`config.mk`:
```
export PLATFORM = sky130hd
export DESIGN_NAME = jam_cost_server
export DESIGN_NICKNAME = d
export VERILOG_FILES = /design/src/rtl/jam_pkg.sv /design/src/rtl/jam_cost_table.sv /design/src/rtl/jam_cost_server.sv
export SDC_FILE = /design/constraint.sdc
export NUM_CORES = 1
export LEC_CHECK = 0
export BUFFER_PORTS_ARGS = -buffer_cell sky130_fd_sc_hd__buf_4
export CAP_MARGIN = 20
export CORE_MARGIN = 10
export CORE_UTILIZATION = 61
export DETAILED_ROUTE_END_ITERATION = 10
export HOLD_SLACK_MARGIN = 0.12
export PLACE_DENSITY = 0.83
export SLEW_MARGIN = 20
export SYNTH_ARGS = -nofsm -noshare
export SYNTH_HDL_FRONTEND = slang
export SYNTH_SLANG_ARGS = --single-unit
```
`constraint.sdc`:
```
create_clock -name CLK -period 2.5 [get_ports CLK]
set_input_delay 0.25 -clock CLK [delete_from_list [all_inputs] [get_ports CLK]]
set_output_delay 0.25 -clock CLK [all_outputs]
set_load 0.005 [all_outputs]
```
`src/rtl/jam_pkg.sv`:
```
// Shared types and constants for the JAM cost server: state encoding, table geometry
// and the value the captured minimum cost holds until the engine reports.
package jam_pkg;

    typedef enum logic [1:0] {
        IDLE  = 2'd0,
        LOAD  = 2'd1,
        SERVE = 2'd2,
        DONE  = 2'd3
    } state_t;

    localparam int N_W      = 8;
    localparam int N_J      = 8;
    localparam int N_ENTRY  = N_W * N_J;
    localparam int IDX_W    = 6;
    localparam int COST_W   = 7;
    localparam int RESULT_W = 10;
    localparam int COUNT_W  = 4;
    localparam int REQ_W    = 16;

    localparam logic [RESULT_W-1:0] MINCOST_INIT = 10'd1023;

    function automatic logic [REQ_W-1:0] sat_inc(input logic [REQ_W-1:0] v);
        return (v == {REQ_W{1'b1}}) ? v : v + 1'b1;
    endfunction

endpackage

```
`src/rtl/jam_cost_table.sv`:
```
// 64-entry cost register file: one synchronous write port for the serial loader and
// one asynchronous read port so the engine sees its cost in the request cycle.
module jam_cost_table #(
    parameter int COST_W = jam_pkg::COST_W
) (
    input  logic              CLK,
    input  logic              we,
    input  logic [5:0]        waddr,
    input  logic [COST_W-1:0] wdata,
    input  logic [5:0]        raddr,
    output logic [COST_W-1:0] rdata
);
    import jam_pkg::*;

    // Contents are deliberately not reset; the engine is held off until a full load.
    logic [COST_W-1:0] mem [N_ENTRY];

    always_ff @(posedge CLK) begin
        if (we) begin
            mem[waddr] <= wdata;
        end
    end

    assign rdata = mem[raddr];

endmodule

```
`src/rtl/jam_cost_server.sv`:
```
// Responder side of the JAM worker/job cost interface: loads the table, serves costs,
// captures the result. Define JAM_COST_CHKSUM_EN to add the 13-bit load checksum port.
//
// state | meaning
// IDLE  | after reset, engine held in reset, waiting for load_start
// LOAD  | accepting 64 table beats, engine held in reset
// SERVE | engine running, Cost answered combinationally, timeout counting
// DONE  | result captured (or timed out), engine held in reset
module jam_cost_server #(
    parameter int TIMEOUT = 65535,
    parameter int COST_W  = jam_pkg::COST_W
) (
    input  logic              CLK,
    input  logic              RST,
    input  logic              load_start,
    input  logic              load_valid,
    input  logic [COST_W-1:0] load_data,
    output logic              load_ready,
    output logic              jam_rst,
    input  logic [2:0]        W,
    input  logic [2:0]        J,
    output logic [COST_W-1:0] Cost,
    input  logic              Valid,
    input  logic [9:0]        MinCost,
    input  logic [3:0]        MatchCount,
    output logic              busy,
    output logic              done,
    output logic              timeout,
    output logic [9:0]        result_min,
    output logic [3:0]        result_cnt,
    output logic [15:0]       req_cnt
`ifdef JAM_COST_CHKSUM_EN
    ,
    output logic [12:0]       chksum
`endif
);
    import jam_pkg::*;

    localparam logic [15:0] TMO_LAST = 16'(TIMEOUT - 1);

    state_t               state_q, state_d;
    logic [IDX_W-1:0]     idx_q;
    logic [15:0]          tcnt_q;
    logic [5:0]           wj_prev_q;
    logic                 in_serve_q;
    logic                 jam_rst_q;
    logic                 timeout_q;
    logic [RESULT_W-1:0]  result_min_q;
    logic [COUNT_W-1:0]   result_cnt_q;
    logic [REQ_W-1:0]     req_cnt_q;
    logic [COST_W-1:0]    rdata;
    logic                 beat;
    logic                 tmo_hit;
    logic                 wj_new;

    // A load_start beat is discarded: the restart takes the cycle instead.
    assign beat    = (state_q == LOAD) && load_valid && !load_start;
    assign tmo_hit = (tcnt_q == TMO_LAST);
    assign wj_new  = !in_serve_q || ({W, J} != wj_prev_q);

    jam_cost_table #(.COST_W(COST_W)) u_table (
        .CLK   (CLK),
        .we    (beat),
        .waddr (idx_q),
        .wdata (load_data),
        .raddr ({W, J}),
        .rdata (rdata)
    );

    always_ff @(posedge CLK) begin
        if (RST) begin
            state_q <= IDLE;
        end else begin
            state_q <= state_d;
        end
    end

    always_comb begin
        state_d    = state_q;
        load_ready = 1'b0;
        busy       = 1'b0;
        done       = 1'b0;
        Cost       = '0;
        case (state_q)
            IDLE: begin
                if (load_start) state_d = LOAD;
            end
            LOAD: begin
                load_ready = 1'b1;
                busy       = 1'b1;
                if (!load_start && beat && (idx_q == 6'd63)) state_d = SERVE;
            end
            SERVE: begin
                busy = 1'b1;
                Cost = rdata;
                if (load_start)   state_d = LOAD;
                else if (Valid)   state_d = DONE;
                else if (tmo_hit) state_d = DONE;
            end
            DONE: begin
                done = 1'b1;
                if (load_start) state_d = LOAD;
            end
            default: state_d = IDLE;
        endcase
    end

    always_ff @(posedge CLK) begin
        if (RST) begin
            idx_q        <= '0;
            tcnt_q       <= '0;
            wj_prev_q    <= '0;
            in_serve_q   <= 1'b0;
            jam_rst_q    <= 1'b1;
            timeout_q    <= 1'b0;
            result_min_q <= MINCOST_INIT;
            result_cnt_q <= '0;
            req_cnt_q    <= '0;
        end else begin
            // Registered from the next state so the engine leaves reset with the table complete.
            jam_rst_q  <= (state_d != SERVE);
            in_serve_q <= (state_q == SERVE);
            wj_prev_q  <= {W, J};
            if (load_start) begin
                idx_q        <= '0;
                tcnt_q       <= '0;
                timeout_q    <= 1'b0;
                result_min_q <= MINCOST_INIT;
                result_cnt_q <= '0;
                req_cnt_q    <= '0;
            end else begin
                if (beat) begin
                    idx_q <= idx_q + 1'b1;
                end
                if (state_q == SERVE) begin
                    tcnt_q <= tcnt_q + 1'b1;
                    if (wj_new) begin
                        req_cnt_q <= sat_inc(req_cnt_q);
                    end
                    if (Valid) begin
                        result_min_q <= MinCost;
                        result_cnt_q <= MatchCount;
                        timeout_q    <= 1'b0;
                    end else if (tmo_hit) begin
                        timeout_q <= 1'b1;
                    end
                end
            end
        end
    end

`ifdef JAM_COST_CHKSUM_EN
    always_ff @(posedge CLK) begin
        if (RST || load_start) begin
            chksum <= '0;
        end else if (beat) begin
            chksum <= chksum + 13'(load_data);
        end
    end
`endif

    assign jam_rst    = jam_rst_q;
    assign timeout    = timeout_q;
    assign result_min = result_min_q;
    assign result_cnt = result_cnt_q;
    assign req_cnt    = req_cnt_q;

endmodule

```
==> flow_metrics.tcl <==
set metrics [dict create \
    ys_seq_area_share_pct 72.7 \
    post_drt_wl_per_cell_um 27.7 \
    crit_fanout 2 \
    grt.overflow.total 0 \
    grtUsageTotal_pct 24.3 \
    drv_slew 0 \
    synth_fp_nets 1183 \
    diodes 0 \
    core_um2 32600 \
    gp_congestion 0.875 \
    synth_edf_count 448 \
    relSlewSlack_pct 41.3 \
    finalInstanceArea_um2 24100 \
    first_iter_violations 1532 \
    die_h_um 202 \
    grt_max_degree 65 \
    p_switching_mw 3.65 \
    dr_total_vias 11804 \
    clock-root-buffer "clkbuf_16" \
    nNetsFinal 1376 \
    async_flop_share_pct 0 \
    crit_slowest_cell "mux4_2" \
    yosys_warnings 0 \
    drv_cap 0 \
    worstPathArrival_ns 2.43 \
    dp.cells 1708 \
    portBuffers 73 \
    viasPerCell 6.49 \
    post-route-period-util_pct 107 \
    cpLargestDelayFamily "multiplexers" \
    cts_tree "yes" \
    clock.fmax_mhz 373 \
    fin_tns_setup_ns -0.639 \
    grt_use_met1_pct 32.1 \
    met2_usage_pct 40.5 \
    p_per_area_nw_per_um2 725 \
    cp_cell_sequence "mux4_2 > mux2i_4 > a21oi_2 > o2111ai_2 > o31ai_2 > buf_4" \
    criticalPathCategory "reg -> out" \
    placementRows 66 \
    grt_most_used_layer "met2" \
    fillers 1740 \
    switching_share_pct 20.9 \
    clock_tree.buffer_depth 3 \
    start_util_pct 62.1 \
    worst_pin_slew_ns 0.881 \
    grt_pass1_wl_um 75700 \
    finalWirelength_um 50400 \
    synth_cells 1143 \
    pwr-share-seq_pct 53.2 \
    yosys_register_bits 511 \
    yosys.area_share.simple_pct 6.36 \
    setup_viol 6 \
    fin_crit_ns 2.68 \
    synth_ff_type "edfxtp_1" \
    combPwrFrac_pct 4.9 \
    synth_adder_area_share_pct 0.494 \
    io_pins 74 \
    clk_pin_slew_worst_paths_ns 0.06 \
    dp_hpwl_um 29800 \
    ant_nets 0 \
    leakage_nw 7.97 \
    drc 0 \
    area_growth_pct 18.9 \
    syn_area_um2 20200 \
    grt_pass1_vias 11842 \
    cp_num_buf_inv 1 \
    r2r-start "state_q[0]" \
    clk_latency_ns 0.57 \
    synth_xor_area_share_pct 1.08 \
    synth_compound_area_share_pct 4.17 \
    pwr-share-clk_pct 41.8 \
    finalHoldViolCount 0 \
    outcome "finished, violations left" \
    internal_power_mw 13.8 \
    synth_cell_types 63 \
    dr.pass1.iters 6 \
    fin_cells 1818 \
    die-area_um2 40900 \
    synth_top_family_by_area "multiplexers" \
    holdCritPathClass "in -> reg" \
    crit_required_ns 2.25 \
    die_x_um 202 \
    worst_slack_ns -0.179 \
    power_mw 17.4 \
    vdd_drop_max_uv 623 \
    synthMuxAreaShare_pct 13.4 \
    synth_top_area_share_pct 66.5 \
    synth_area_leader_cell "edfxtp_1" \
    antenna_found_initial 0 \
    critPathMaxStageDelay_ns 0.54 \
    avgSynthCellArea_um2 17.7 \
    ys_top_cells_by_area "edfxtp_1 (66%), mux4_2 (12%), dfxtp_1 (6.2%), nor2_1 (1.9%), nand2_1 (1.3%)" \
    cts_htree_levels 2 \
    placedInstanceArea_um2 22000 \
    cp-end-kind "output port" \
    fin_skew_ns 0.0256 \
    rsz0062_at_grt "true" \
    violations "negative setup slack" \
    grt_use_met3_pct 4.30 \
    startpoint "u_table.mem[30][3]" \
    drive_gt1_share_pct 31.2 \
    min-delay-start "W[0]" \
    clock-sinks 511 \
    worstSetupStartpointType "flip-flop" \
    numCtsBuffers 49 \
]
## logic make-up after synthesis
| logic type | after synthesis |
|---|---|
| muxes | 130 |
| and+or+nand+nor | 275 |
| DFF | 511 |
| adders and majority gates | 8 |
| AOI/OAI and AO/OA | 121 |
| xor gates and xnor gates | 25 |
| buffers and inverters | 73 |
## cell usage after synthesis (all sizes together), types with 8 or more instances
cell and count:
xor2 16, mux2i 17, buf 34, clkbuf 29, inv 9, or3 8
nand4 12, a21oi 18, o31ai 9, nand3 29, dfxtp 63, edfxtp 448
mux4 112, nand2 72, xnor2 9, o22ai 20, o21ai 26, nor2b 12
nor2 101, a211oi 8, ha 8
## metal layers
layer	wire length (um)	up-vias
met3	4660	141
met4	1760	0
met2	25000	774
li1	-	4956
met1	19100	5933
met5	0	-
## tightest hold or removal path, cell delays in order
cell and delay [ns]:
buf_4 0.14, inv_1 0.16, nor2_1 0.12
## state kept, by name, indices dropped and copies added, names as in the netlist
name,flops
state_q,2
result_min,10
u_table.mem,448
jam_rst,1
wj_prev_q,6
idx_q,6
tcnt_q,16
result_cnt,4
req_cnt,16
in_serve_q,1
timeout,1
## power groups by stage
stage,Clock [mW],Sequential (mW),Combinational [mW]
after floorplan,0,9.47,0.419
after global placement,0,9.47,0.732
after detailed placement,0,9.47,0.753
after CTS,7.36,9.28,0.816
after global routing,7.68,9.28,0.906
final,7.30,9.28,0.862
## final timing paths
check,to,slack (ns),cells past startpoint
setup / recovery,Cost[3],-0.18,6
hold / removal,wj_prev_q[3],0.14,3
setup reg to reg,u_table.mem[18][5],0.10,8
hold reg to reg,result_cnt[3],0.46,2
## repair_timing
action | 4_1_cts | 5_1_grt
setup endpoints to repair | 7 | 7
endpoints found under the hold margin | 27 | 0
buffers inserted | 1 | 3
pin swaps | 12 | 15
cloned | 0 | 0
hold buffers | 19 | 0
gates resized for setup | 47 | 31
## through the flow
step	utilization, %	setup WS (ns)	hold WS [ns]
2_1_floorplan	-	0.346	0.349
3_3_place_gp	67.4	-0.132	0.443
3_5_place_dp	67.4	-0.184	0.449
4_1_cts	73.2	-0.128	0.132
5_1_grt	73.8	-0.194	0.163
6_report	73.8	-0.179	0.140
## cell type report
| class | instances | area (um2) | area share, % |
|---|---|---|---|
| flip-flops and latches | 511 | 14700 | 61.2 |
| multi-input cells | 559 | 5450 | 22.7 |
| repair buffers | 205 | 1720 | 7.15 |
| clock buffers | 61 | 1310 | 5.45 |
| well taps | 442 | 553 | 2.30 |
| clock inverters | 30 | 270 | 1.12 |
| inverters | 10 | 37.5 | 0.156 |
## cells in the final DEF, fill, tap and decap left out, types with 4 or more instances in the layout
cell and instances:
a211oi_1 6, a21oi_1 17, and3_1 4, buf_12 9, buf_4 171, buf_6 6, bufinv_16 4, clkbuf_1 9
clkbuf_16 50, clkinv_1 8, clkinv_2 10, dfxtp_1 61, dlygate4sd3_1 19, edfxtp_1 448, ha_1 7, inv_1 10
mux2i_1 10, mux2i_2 4, mux4_2 112, nand2_1 70, nand3_1 29, nand4_1 12, nor2_1 100, nor2b_1 10
nor3_1 6, o21ai_0 12, o21ai_1 7, o21ai_2 6, o22a_1 5, o22ai_1 14, o22ai_2 6, o31ai_1 7
or3_1 7, or4_1 6, xnor2_1 9, xor2_1 16
Power figures use the tool's default switching activity.
